`config.mk`:
```
export PLATFORM = sky130hd
export DESIGN_NAME = draw_sequencer
export DESIGN_NICKNAME = d
export VERILOG_FILES = /design/src/rtl/draw_seq_pkg.sv /design/src/rtl/bcd_counter_2d.sv /design/src/rtl/draw_sequencer.sv
export SDC_FILE = /design/constraint.sdc
export NUM_CORES = 1
export LEC_CHECK = 0
export CAP_MARGIN = 0
export CELL_PAD_IN_SITES_DETAIL_PLACEMENT = 0
export CELL_PAD_IN_SITES_GLOBAL_PLACEMENT = 1
export CORE_AREA = 2 2 201 203
export CTS_BUF_LIST = sky130_fd_sc_hd__clkbuf_4
export CTS_CLUSTER_SIZE = 28
export DETAILED_ROUTE_END_ITERATION = 7
export DIE_AREA = 0 0 203 205
export PLACE_DENSITY = 0.73
export RECOVER_POWER = 50
export REMOVE_ABC_BUFFERS = 1
export SKIP_CTS_REPAIR_TIMING = 1
export SYNTH_ARGS = -nofsm -noshare
export SYNTH_HDL_FRONTEND = slang
export SYNTH_SLANG_ARGS = --single-unit
```
`constraint.sdc`:
```
create_clock -name i_clock -period 11.46 [get_ports i_clock]
set_input_delay 3.438 -clock i_clock [delete_from_list [all_inputs] [get_ports i_clock]]
set_output_delay 3.438 -clock i_clock [all_outputs]
set_load 0.005 [all_outputs]
```
`src/rtl/draw_seq_pkg.sv`:
```
// draw_seq_pkg: shared types and constants for the draw sequencer
package draw_seq_pkg;
  typedef enum logic [2:0] {
    S_IDLE,
    S_CLEAR,
    S_WAIT_TICK,
    S_DRAW,
    S_DEAD_CLEAR,
    S_STOP_CLEAR,
    S_DEAD
  } state_t;
  // PRE: start low before the first draw; START: start high, stale done ignored;
  // WAIT: start high, done sampled; GAP: start low for one cycle after done
  typedef enum logic [1:0] {
    P_PRE,
    P_START,
    P_WAIT,
    P_GAP
  } phase_t;
  typedef logic [3:0] bcd_digit_t;
  localparam logic [7:0] BCD_MAX = 8'h99;
endpackage

```
`src/rtl/bcd_counter_2d.sv`:
```
// bcd_counter_2d: two-digit BCD counter adding 0..2^INC_W-1 per cycle, saturating at 99
module bcd_counter_2d
  import draw_seq_pkg::*;
#(
  parameter int INC_W = 5
) (
  input  logic             i_clock,
  input  logic             i_resetn,
  input  logic [INC_W-1:0] i_inc,
  input  logic             i_clr,
  output logic [7:0]       o_bcd
);
  logic [7:0] r_bcd;
  logic [7:0] w_sum;
  bcd_digit_t w_tens;
  bcd_digit_t w_ones;
  assign w_sum  = 8'(r_bcd[7:4]) * 8'd10 + 8'(r_bcd[3:0]) + 8'(i_inc);
  assign w_tens = 4'(w_sum / 8'd10);
  assign w_ones = 4'(w_sum % 8'd10);
  assign o_bcd  = r_bcd;
  // accumulate in binary, saturate, and store back as BCD; clear wins over increment
  always_ff @(posedge i_clock or negedge i_resetn)
    if (!i_resetn) r_bcd <= '0;
    else r_bcd <= i_clr ? '0 : (w_sum > 8'd99) ? BCD_MAX : {w_tens, w_ones};
endmodule

```
`src/rtl/draw_sequencer.sv`:
```
// draw_sequencer: game FSM multiplexing N_SHAPES drawers onto one VGA port; DRAW_SEQ_GOD_MODE_EN lets god_mode mask spike_hit
module draw_sequencer
  import draw_seq_pkg::*;
#(
  parameter int N_SHAPES = 16,
  parameter int COORD_W  = 11,
  parameter int COLOUR_W = 3
) (
  input  logic                         i_clock,
  input  logic                         i_resetn,
  input  logic                         i_start_switch,
  input  logic                         i_spike_hit,
  input  logic                         i_god_mode,
  input  logic                         i_frame_tick,
  input  logic [N_SHAPES-1:0]          i_shape_active,
  input  logic [N_SHAPES-1:0]          i_shape_gone,
  input  logic [N_SHAPES-1:0]          i_draw_done,
  input  logic [N_SHAPES*COORD_W-1:0]  i_shape_x,
  input  logic [N_SHAPES*COORD_W-1:0]  i_shape_y,
  input  logic [N_SHAPES*COLOUR_W-1:0] i_shape_colour,
  output logic [N_SHAPES-1:0]          o_draw_start,
  output logic                         o_shape_reset,
  output logic                         o_vga_enable,
  output logic [COORD_W-1:0]           o_vga_x,
  output logic [COORD_W-1:0]           o_vga_y,
  output logic [COLOUR_W-1:0]          o_vga_colour,
  output logic [7:0]                   o_score_bcd,
  output logic [7:0]                   o_attempts_bcd,
  output logic                         o_frame_overrun
);
  localparam int IDX_W = (N_SHAPES > 1) ? $clog2(N_SHAPES) : 1;
  localparam int INC_W = $clog2(N_SHAPES + 1);
  state_t r_state, w_state_n;
  phase_t r_phase, w_phase_n;
  logic [IDX_W-1:0] r_idx, w_idx_n;
  logic r_overrun;
  logic w_spike, w_death, w_start_game, w_advance, w_run, w_drawing, w_parked, w_last, w_skip, w_overrun_set;
  logic [INC_W-1:0] w_gone_cnt, w_death_inc;
`ifdef DRAW_SEQ_GOD_MODE_EN
  assign w_spike = i_spike_hit & ~i_god_mode;
`else
  logic w_unused_god;
  assign w_unused_god = i_god_mode;
  assign w_spike      = i_spike_hit;
`endif
  assign w_run         = r_state inside {S_CLEAR, S_WAIT_TICK, S_DRAW};
  assign w_drawing     = r_state inside {S_CLEAR, S_DRAW, S_DEAD_CLEAR, S_STOP_CLEAR};
  assign w_parked      = r_state inside {S_IDLE, S_DEAD};
  assign w_last        = r_idx == IDX_W'(N_SHAPES - 1);
  assign w_skip        = r_state == S_DRAW && r_idx != '0 && !i_shape_active[r_idx];
  assign w_overrun_set = i_frame_tick && (r_state == S_DRAW || r_state == S_CLEAR);
  assign o_draw_start  = (w_drawing && (r_phase == P_START || r_phase == P_WAIT) && !w_skip)
                         ? (N_SHAPES'(1) << r_idx) : '0;
  assign o_vga_enable    = !w_parked;
  assign o_shape_reset   = w_parked;
  assign o_frame_overrun = r_overrun;
  assign o_vga_x      = i_shape_x[r_idx*COORD_W +: COORD_W];
  assign o_vga_y      = i_shape_y[r_idx*COORD_W +: COORD_W];
  assign o_vga_colour = i_shape_colour[r_idx*COLOUR_W +: COLOUR_W];
  assign w_gone_cnt   = INC_W'($countones(i_shape_gone));
  assign w_death_inc  = INC_W'(w_death);
  // next state: per-shape handshake phases, then death/stop overrides with death taking priority
  always_comb begin
    w_state_n    = r_state;
    w_phase_n    = r_phase;
    w_idx_n      = r_idx;
    w_death      = 1'b0;
    w_start_game = 1'b0;
    w_advance    = 1'b0;
    case (r_state)
      S_IDLE: if (i_start_switch) begin
        w_state_n    = S_CLEAR;
        w_phase_n    = P_START;
        w_idx_n      = '0;
        w_start_game = 1'b1;
      end
      S_DEAD: if (!i_start_switch) w_state_n = S_IDLE;
      S_WAIT_TICK: if (i_frame_tick) begin
        w_state_n = S_DRAW;
        w_phase_n = P_START;
        w_idx_n   = '0;
      end
      default: case (r_phase)
        P_PRE:   w_phase_n = P_START;
        P_START: if (w_skip) w_advance = 1'b1; else w_phase_n = P_WAIT;
        P_WAIT:  if (i_draw_done[r_idx]) w_phase_n = P_GAP;
        default: w_advance = 1'b1;
      endcase
    endcase
    if (w_advance) begin
      w_phase_n = P_START;
      w_idx_n   = (r_state == S_DRAW && !w_last) ? r_idx + 1'b1 : '0;
      w_state_n = (r_state == S_DRAW && !w_last) ? S_DRAW :
                  (r_state == S_DEAD_CLEAR) ? S_DEAD :
                  (r_state == S_STOP_CLEAR) ? S_IDLE : S_WAIT_TICK;
    end
    if (w_run && (w_spike || !i_start_switch)) begin
      w_death   = w_spike;
      w_state_n = w_spike ? S_DEAD_CLEAR : S_STOP_CLEAR;
      w_phase_n = P_PRE;
      w_idx_n   = '0;
    end
  end
  // state, index, phase and the sticky overrun flag
  always_ff @(posedge i_clock or negedge i_resetn)
    if (!i_resetn) begin
      r_state   <= S_IDLE;
      r_phase   <= P_START;
      r_idx     <= '0;
      r_overrun <= 1'b0;
    end else begin
      r_state   <= w_state_n;
      r_phase   <= w_phase_n;
      r_idx     <= w_idx_n;
      r_overrun <= w_start_game ? 1'b0 : (r_overrun | w_overrun_set);
    end
  bcd_counter_2d #(.INC_W(INC_W)) u_score (
    .i_clock (i_clock),
    .i_resetn(i_resetn),
    .i_inc   (w_gone_cnt),
    .i_clr   (w_start_game),
    .o_bcd   (o_score_bcd)
  );
  bcd_counter_2d #(.INC_W(INC_W)) u_attempts (
    .i_clock (i_clock),
    .i_resetn(i_resetn),
    .i_inc   (w_death_inc),
    .i_clr   (1'b0),
    .o_bcd   (o_attempts_bcd)
  );
endmodule
```
==> reports/qor.csv, run 1 <==
metric,value,unit
Worst-path clk slew,0.16,ns
"Min Clock Period, post-route",9.865,ns
largest family of logic cells by synthesized area,multiplexers,
Die Area,41620,um2
post-route cell area,12650,um2
Hold Path Class,reg -> reg,
Fin. Hold Viols,0,
Core ar.,39370,um2
final setup TNS,0,ns
Slew Limit Fails,27,
Worst Setup End Kind,primary output,
number of global-route vias before repair,8234,
"Req. time, crit path",8.02,ns
Area Growth Syn to Fin,81.53,%
YS warnings,0,
crit path launch,i_shape_active[2],
root buf cell,clkbuf_4,
hpwl dp,31.72,mm
clk_skew,0.009025,ns
failing checks,"max-capacitance violations, max-slew violations",
Slew HR,-0.8760,%
Mapped Cells,647,
R2R Setup Slk,6.05,ns
GP Congestion,0.8790,
Antenna Violating Nets Remaining,0,
"Cell Count, Final, Fillers Out",1650,
H-tree levels,1,
hold path depth,2,
hold path startpoint,o_frame_overrun,
unrepaired setup endpoints after global routing,false,
DRT Pass-1 Iters,5,
initial antenna violation count,13,
first-pass GRT wire length,51.97,mm
PortBufs,512,
worst reg2reg path startpoint,u_score.o_bcd[0],
Inserted Clock Buffers,3,
post-route clock period utilization,86.08,%
crit path DAT,6.43,ns
drc violations,0,
Synth Flop Type,dfrtp_1,
Post-Place Cell Area,12620,um2
Compound-Gate Fraction of Synth Area,12.06,%
crit-path max FO,6,
Die Wd,203,um
Core Rows,73,
Setup CP Type,in -> out,
clk sink count,26,
share of cells above drive strength 1,14.83,%
Mapped Avg Cell Area,10.77,um2
Ports,514,
DR WL/cell,22.20,um
layout net count,1634,
max cap viols,1,
register area share after synthesis,9.352,%
Via Count,7828,
CTS Buffer Depth,2,
Syn Std Cell Area,6970,um2
global route overflow,0,
Reg2Reg Capture Point,u_score.o_bcd[4],
initial DRC count,482,
Clock Latency Late Sink,0.33,ns
fill count,3996,
Worst setup SP type,input pin,
vias per cell,4.744,
Worst Max-Slew Pin Slew,1.513,ns
status,"complete, but fails checks",
largest net degree at the start of global routing,70,
placed cells,1640,
TritonCTS clock tree,done,
hold worst-path end,o_frame_overrun,
Netlist cell types,73,
number of synthesized register bits,26,
Fmax achieved,101.4,MHz
Async SR Flop Fraction,100.0,%
Post-Synth Simple-Gate Area,13.14,%
Die H,205,um
GRT Total Usage,16.79,%
Final setup viols,0,
Synth Area in Adders,12.82,%
Post-synth EDFFs,0,
R2R depth,16,
drt total wl,36.63,mm
starting density of the core,17.71,%
mux cell area share after synthesis,44.35,%
Synth Area in XOR/XNOR,3.375,%
-- critical path: stages --
cell             delay [ns]
dlygate4sd3_1          0.53
mux4_2                 0.45
or2_0                  0.20
mux4_2                 0.52
nor2_1                 0.19
nor2_1                 0.10
and2_1                 0.28
and3_1                 0.22
clkdlybuf4s50_1        0.49
-- cell families after synthesis --
group | count (synthesis)
flip-flops | 26
buffers and inverters | 88
adder cells (fa/ha/maj) | 63
AO/OA/AOI/OAI | 123
XOR/XNOR | 26
multiplexers | 140
AND/OR/NAND/NOR | 181
-- registers in the layout, indices dropped and copies added (netlist names) --
signal and cells:
o_frame_overrun 1, r_idx 4, r_phase 2, r_state 3, u_attempts.o_bcd 8, u_score.o_bcd 8
-- metrics by stage --
step	util [%]	setup WS [ns]	hold slack (ns)
after floorplan	-	1.854	0.4753
after global placement	32.05	1.700	0.4901
after detailed placement	32.05	1.686	0.4987
after CTS	32.11	1.687	0.5376
after global routing	32.14	1.471	0.5912
final	32.14	1.595	0.5194
-- placed cells by master (no fill, tap or decap), types with 3 or more instances in the layout --
cell / synthesis / final
ha_1: 45 / 45
dfrtp_1: 25 / 21
nand2b_1: 9 / 9
xor2_1: 7 / 7
a21o_1: 7 / 7
inv_1: 36 / 36
and2_1: 9 / 9
clkbuf_4: 0 / 3
o31ai_1: 4 / 4
mux2i_1: 4 / 4
nor2_1: 45 / 45
fa_1: 15 / 15
nand2_1: 42 / 42
clkdlybuf4s50_1: 0 / 489
and3_1: 18 / 18
a21oi_1: 32 / 32
dlygate4sd3_1: 0 / 23
nor2b_1: 5 / 5
nor4_1: 6 / 6
buf_4: 0 / 7
o221ai_1: 4 / 4
nand3_1: 17 / 17
xnor2_1: 18 / 18
a211oi_1: 5 / 5
nor3_1: 11 / 11
a31oi_1: 9 / 9
mux4_2: 135 / 135
diode_2: 0 / 6
maj3_1: 3 / 3
o211ai_1: 5 / 5
or2_2: 6 / 6
o21ai_0: 22 / 22
-- layer usage --
layer | global-route usage (%) | vias up | wire (um)
li1 | - | 3548 | -
met3 | 5.632 | 24 | 3328
met2 | 29.53 | 365 | 18870
met5 | 5.714 | - | 345
met4 | 2.086 | 8 | 256
met1 | 19.92 | 3883 | 13830
-- how the worst max path moves through the flow --
| stage | endpoint | slack (ns) | depth (start not counted) |
|---|---|---|---|
| 6_report | o_draw_start[12] | 1.60 | 9 |
| 5_1_grt | o_draw_start[12] | 1.47 | 9 |
| 4_1_cts | o_draw_start[12] | 1.69 | 9 |
| 3_5_place_dp | o_draw_start[12] | 1.69 | 9 |
| 3_3_place_gp | o_draw_start[12] | 1.70 | 9 |
| 2_1_floorplan | o_draw_start[10] | 1.85 | 7 |
-- area by class of cell --
class / count / area [um2] / share of cell area (%)
well taps: 525 / 656.9 / 5.191
clock inverters: 1 / 3.754 / 0.02966
flip-flops and latches: 26 / 661.9 / 5.231
multi-input cells: 533 / 5977 / 47.24
clock buffers: 3 / 22.52 / 0.1780
diodes: 6 / 15.01 / 0.1187
repair buffers: 520 / 5181 / 40.95
inverters: 36 / 135.1 / 1.068
-- Yosys cell counts (6+ instances only) --
master    instances  area [um2]
mux4_2          135        3040
ha_1             45       563.0
nor2_1           45       168.9
nand2_1          42       157.7
clkbuf_1         38       142.6
inv_1            36       135.1
a21oi_1          32       160.2
dfrtp_1          25       625.6
o21ai_0          22       110.1
and3_1           18       112.6
xnor2_1          18       157.7
nand3_1          17       85.08
fa_1             15       300.3
nor3_1           11       55.05
buf_1            10       37.54
a31oi_1           9       56.30
and2_1            9       56.30
nand2b_1          9       56.30
a21o_1            7       52.55
xor2_1            7       61.31
nor4_1            6       37.54
or2_2             6       37.54
Power of run 1 is left out: the tool's default activity adds up to more than one toggle a clock period on the data nets, which glitch-free logic cannot reach.
==> run 2, diff against run 1 <==
Settings changed: ABC_AREA set to 1, PLACE_DENSITY 0.73 to 0.81.
==> run 2 against run 1 <==
Against the previous run: final cell count grew 34%; count of clock-buffer cells in the layout is the same; core utilization shrank 0.14 points; critical path depth is the same; critical endpoint is now o_draw_start[3]; design area shrank 0.44%; the flow finishes with violations (max-capacitance violations); critical path type unchanged; flip-flop and latch count is the same; fmax grew 5.4%.
==> reports/qor.csv, run 2 <==
metric,value,unit,change
status,"complete, but fails checks",,unchanged
failing checks,max-capacitance violations,,"was max-capacitance violations, max-slew violations"
Ports,514,,unchanged
"worst slack, placed",2.164,ns,was 1.686 ns
layout net count,2195,,was 1634
Die Area,41620,um2,unchanged
Worst-path clk slew,0.16,ns,about the same
"Req. time, crit path",8.02,ns,about the same
initial antenna violation count,1,,was 13
Post-synth top cells,"nor2_1, o21ai_0, nand2_1",,"was mux4_2, ha_1, nor2_1"
Slew HR,0.06235,%,was -0.8760%
starting density of the core,17.69,%,was 17.71%
vias per cell,4.729,,was 4.744
"most common cell after layout, fill and taps aside",clkdlybuf4s50_1,,unchanged
Core ar.,39370,um2,unchanged
Worst Max-Slew Pin Slew,1.499,ns,was 1.513 ns
R2R depth,25,,was 16
max cap viols,1,,unchanged
"Min Clock Period, post-route",9.362,ns,was 9.865 ns
Synth top area share,16.60,%,was 43.62%
"commonest cells after routing, fill and taps aside","clkdlybuf4s50_1, nor2_1, o21ai_0",,"was clkdlybuf4s50_1, mux4_2, nor2_1, ha_1, nand2_1"
unrepaired setup endpoints after global routing,false,,unchanged
most common cell in the netlist,nor2_1,,was mux4_2
global route overflow,0,,unchanged
number of synthesized register bits,26,,unchanged
DR WL/cell,18.32,um,was 22.20 um
clk sink count,26,,unchanged
H-tree levels,1,,unchanged
hold path depth,2,,unchanged
final setup TNS,0,ns,unchanged
drc violations,0,,unchanged
drt total wl,40.42,mm,was 36.63 mm
Fmax achieved,106.8,MHz,was 101.4 MHz
Syn Std Cell Area,6963,um2,was 6970 um2
initial DRC count,806,,was 482
Die H,205,um,unchanged
crit path DAT,5.92,ns,was 6.43 ns
register area share after synthesis,9.362,%,was 9.352%
largest net degree at the start of global routing,96,,was 70
number of global-route vias before repair,10470,,was 8234
Fin. Hold Viols,0,,unchanged
R2R Setup Slk,6.42,ns,was 6.05 ns
Worst Setup End Kind,primary output,,unchanged
Via Count,10430,,was 7828
Netlist cell types,41,,was 73
Mapped Cells,1236,,was 647
Slew Limit Fails,0,,was 27
hpwl dp,31.16,mm,was 31.72 mm
PortBufs,512,,unchanged
first-pass GRT wire length,59.97,mm,was 51.97 mm
root buf cell,clkbuf_4,,unchanged
crit-path max FO,8,,was 6
Async SR Flop Fraction,100.0,%,unchanged
Worst setup SP type,input pin,,unchanged
"area leader, netlist",o21ai_0,,was mux4_2
Area contributors post-synth,"o21ai_0, nor2_1, nand2_1",,"was mux4_2, dfrtp_1, ha_1"
Area Growth Syn to Fin,80.92,%,was 81.53%
Setup CP Type,in -> out,,unchanged
Synth Flop Type,dfrtp_1,,unchanged
Post-synth EDFFs,0,,unchanged
Clock Latency Late Sink,0.34,ns,was 0.33 ns
GRT Total Usage,18.27,%,was 16.79%
Hold Path Class,reg -> reg,,unchanged
Die Wd,203,um,unchanged
fin worst setup slack,2.098,ns,was 1.595 ns
post-route cell area,12600,um2,was 12650 um2
clk_skew,0.01286,ns,was 0.009025 ns
Mapped Avg Cell Area,5.633,um2,was 10.77 um2
Final setup viols,0,,unchanged
post-route clock period utilization,81.70,%,was 86.08%
DRT Pass-1 Iters,5,,unchanged
Post-Place Cell Area,12550,um2,was 12620 um2
Antenna Violating Nets Remaining,0,,unchanged
YS warnings,0,,unchanged
TritonCTS clock tree,done,,unchanged
Layout Utilization,32.00,%,was 32.14%
Core Rows,73,,unchanged
Inserted Clock Buffers,3,,unchanged
CTS Buffer Depth,2,,unchanged
share of cells above drive strength 1,3.333,%,was 14.83%
GP Congestion,0.8980,,was 0.8790
## run 2: cell types whose count changed in the layout (fill, tap and decap cells not counted), sizes merged, moves of 18 or more
cell | before | now
nand3 | 17 | 92
and3 | 18 | 0
a21oi | 34 | 13
nor2 | 45 | 262
inv | 36 | 93
o21ai | 23 | 233
o221ai | 4 | 45
o22ai | 2 | 65
mux4 | 135 | 0
nand2 | 42 | 207
## run 2: final timing paths
path	start	endpoint
max in group asynchronous	i_resetn	r_idx[1]
max reg2reg	u_score.o_bcd[0]	u_score.o_bcd[4]
min reg2reg	r_phase[0]	r_phase[0]
min	r_phase[0]	r_phase[0]
min in group asynchronous	i_resetn	r_state[1]
max	i_shape_active[5]	o_draw_start[3]
## run 2: per-layer routing
metal  GRT usage, %  routed length [um]
met1          21.69               16460
met5              0                   0
met2          35.29               21000
met4          3.102                 769
met3          2.179                2191
## run 2: logic make-up (layout without fill, tap and decap cells)
logic type,count (synthesis),after routing,share of synthesized area (%)
simple gates,580,580,34.57
compound gates,380,380,32.31
buf+inv,179,623,9.650
fa+ha+maj,60,60,12.40
flops,26,26,9.362
xor+xnor,11,11,1.707
other cells,0,1,0
## run 2: area by class of cell
| cell class | instances | area (um2) |
|---|---|---|
| Multi-Input combinational cell | 1031 | 5647 |
| Sequential cell | 26 | 660.6 |
| Tap cell | 525 | 656.9 |
| Antenna cell | 1 | 2.502 |
| Timing Repair Buffer | 525 | 5219 |
| Clock buffer | 3 | 22.52 |
| Clock inverter | 1 | 30.03 |
| Fill cell | 4291 | 26770 |
| Inverter | 94 | 359.1 |
## run 2: critical path: stages
cell and delay (ns):
dlygate4sd3_1 0.61, o21ai_0 0.12, o221ai_1 0.22, nand3_1 0.24, nand2_1 0.18, o2111a_1 0.23
nand2_1 0.19, nor2_1 0.18, clkdlybuf4s50_1 0.52
## run 2: metrics by stage
step	instances	hold WS, ns
after floorplan	1151	0.4782
after global placement	2201	0.4951
after detailed placement	2201	0.5125
after CTS	2205	0.5350
after global routing	2206	0.5567
final	2206	0.5334
Power of run 2 is left out for the same reason.
==> run 3, diff against run 2 <==
Settings changed: PLACE_DENSITY 0.81 to 0.83.
Clock period 11.46 ns to 8.3 ns, I/O delays scaled along.
==> run 3 against run 2 <==
Against the previous run: the flow finishes with violations (max-capacitance violations, max-slew violations); largest cell class unchanged; register-to-register slack worse by 3.1 ns; clock skew is 0.0073 ns higher; design area barely moved.
==> reports/qor.csv, run 3 (synthesis results as in run 2) <==
metric,value,unit,change
status,"complete, but fails checks",,unchanged
failing checks,"max-capacitance violations, max-slew violations",,was max-capacitance violations
Slew Limit Fails,26,,was 0
Worst-path clk slew,0.15,ns,was 0.16 ns
Die Area,41620,um2,unchanged
GP Congestion,0.8976,,was 0.8980
Die Wd,203,um,unchanged
initial antenna violation count,0,,was 1
clk sink count,26,,unchanged
Fmax achieved,130.0,MHz,
Hold Path Class,reg -> reg,,unchanged
hpwl dp,29.96,mm,was 31.16 mm
Via Count,10410,,was 10.43k
DR WL/cell,17.80,um,was 18.32 um
Worst Setup End Kind,flop,,was primary output
root buf cell,clkbuf_4,,unchanged
max cap viols,1,,unchanged
H-tree levels,1,,unchanged
vias per cell,4.722,,was 4.729
DRT Pass-1 Iters,5,,unchanged
largest net degree at the start of global routing,143,,was 96
crit path DAT,7.96,ns,was 5.92 ns
number of global-route vias before repair,10230,,was 10.47k
initial DRC count,755,,was 806
starting density of the core,17.69,%,unchanged
GRT Total Usage,17.71,%,was 18.27%
share of cells above drive strength 1,3.276,%,was 3.333%
Core Rows,73,,unchanged
Worst Max-Slew Pin Slew,1.506,ns,was 1.499 ns
Slew HR,-0.4173,%,was 0.06235%
TritonCTS clock tree,done,,unchanged
Antenna Violating Nets Remaining,0,,unchanged
Die H,205,um,unchanged
"Min Clock Period, post-route",7.690,ns,
Worst setup SP type,input pin,,unchanged
crit-path max FO,6,,was 8
layout net count,2194,,was 2195
"commonest cells after routing, fill and taps aside","clkdlybuf4s50_1, nor2_1, o21ai_0",,unchanged
drc violations,0,,unchanged
"most common cell after layout, fill and taps aside",clkdlybuf4s50_1,,unchanged
Final setup viols,0,,unchanged
Layout Utilization,32.00,%,about the same
Area Growth Syn to Fin,80.93,%,was 80.92%
Inserted Clock Buffers,3,,unchanged
n_diodes,0,,was 1
post-route clock period utilization,92.65,%,
Core ar.,39370,um2,unchanged
"Req. time, crit path",8.57,ns,was 8.02 ns
global route overflow,0,,unchanged
Fin. Hold Viols,0,,unchanged
clk_skew,0.02015,ns,was 0.01286 ns
CTS Buffer Depth,2,,unchanged
unrepaired setup endpoints after global routing,false,,unchanged
Clock Latency Late Sink,0.35,ns,was 0.34 ns
Ports,514,,unchanged
drt total wl,39.23,mm,was 40.42 mm
PortBufs,512,,unchanged
first-pass GRT wire length,58.44,mm,was 59.97 mm
Setup CP Type,in -> reg,,was in -> out
==> run 3: cell types whose count changed in the layout (fill, tap and decap cells not counted) <==
| cell | previous run | this run |
|---|---|---|
| buf_12 | 0 | 1 |
| buf_4 | 12 | 10 |
| clkinv_2 | 1 | 0 |
| diode_2 | 1 | 0 |
| inv_2 | 4 | 5 |
==> run 3: layout make-up <==
class / count / area [um2]
Sequential cell: 26 / 660.6
Multi-Input combinational cell: 1031 / 5647
Fill cell: 4274 / 26770
Inverter: 94 / 357.8
Clock inverter: 1 / 30.03
Timing Repair Buffer: 524 / 5224
Tap cell: 525 / 656.9
Clock buffer: 3 / 22.52
==> run 3: routing by layer <==
layer	vias up	routed length, um	GRT usage, %
met1	4855	16360	21.36
met3	43	2313	2.720
met4	0	734	3.441
met5	-	0	0
li1	5151	-	-
met2	358	19830	33.11
==> run 3: worst max-delay path, cell delays in order <==
cell and delay, ns:
clkdlybuf4s50_1 0.43, fa_1 0.55, inv_1 0.06, fa_1 0.47
fa_1 0.54, fa_1 0.43, fa_1 0.43, fa_1 0.47
o21bai_4 0.19, xor2_2 0.25, inv_1 0.12, nand2_1 0.09
nand2_2 0.08, nand3_1 0.13, nand3_2 0.11, nand2_2 0.14
nand3_1 0.09, nand2_2 0.13, nand2_2 0.08, nand2_4 0.10
nand2_4 0.05, nand2_1 0.09, nand3_2 0.08, nand2_2 0.10
nand2_2 0.07, nand2_1 0.06, nand2_1 0.04, nor2_1 0.09
==> run 3: per-stage QoR <==
stage	TNS (ns)	hold slack, ns	instance area [um2]	std cells	setup slack (ns)
2_1_floorplan	-129.60	0.4782	6644	1151	-3.356
6_report	0	0.5347	12600	2204	0.6102
3_5_place_dp	0	0.5095	12550	2200	0.2570
5_1_grt	0	0.5859	12600	2204	0.2448
3_3_place_gp	0	0.4921	12550	2200	0.3391
4_1_cts	0	0.5493	12600	2204	0.6118
==> run 3: final timing paths <==
| check | slack, ns | to | from | depth (start not counted) |
|---|---|---|---|---|
| min | 0.53 | o_frame_overrun | o_frame_overrun | 2 |
| min reg2reg | 0.53 | o_frame_overrun | o_frame_overrun | 2 |
| max in group asynchronous | 4.23 | r_idx[1] | i_resetn | 2 |
| max | 0.61 | u_score.o_bcd[2] | i_shape_gone[0] | 28 |
| max reg2reg | 3.32 | u_score.o_bcd[2] | u_score.o_bcd[0] | 26 |
| min in group asynchronous | 3.02 | r_state[1] | i_resetn | 2 |
Power of run 3 is left out for the same reason.
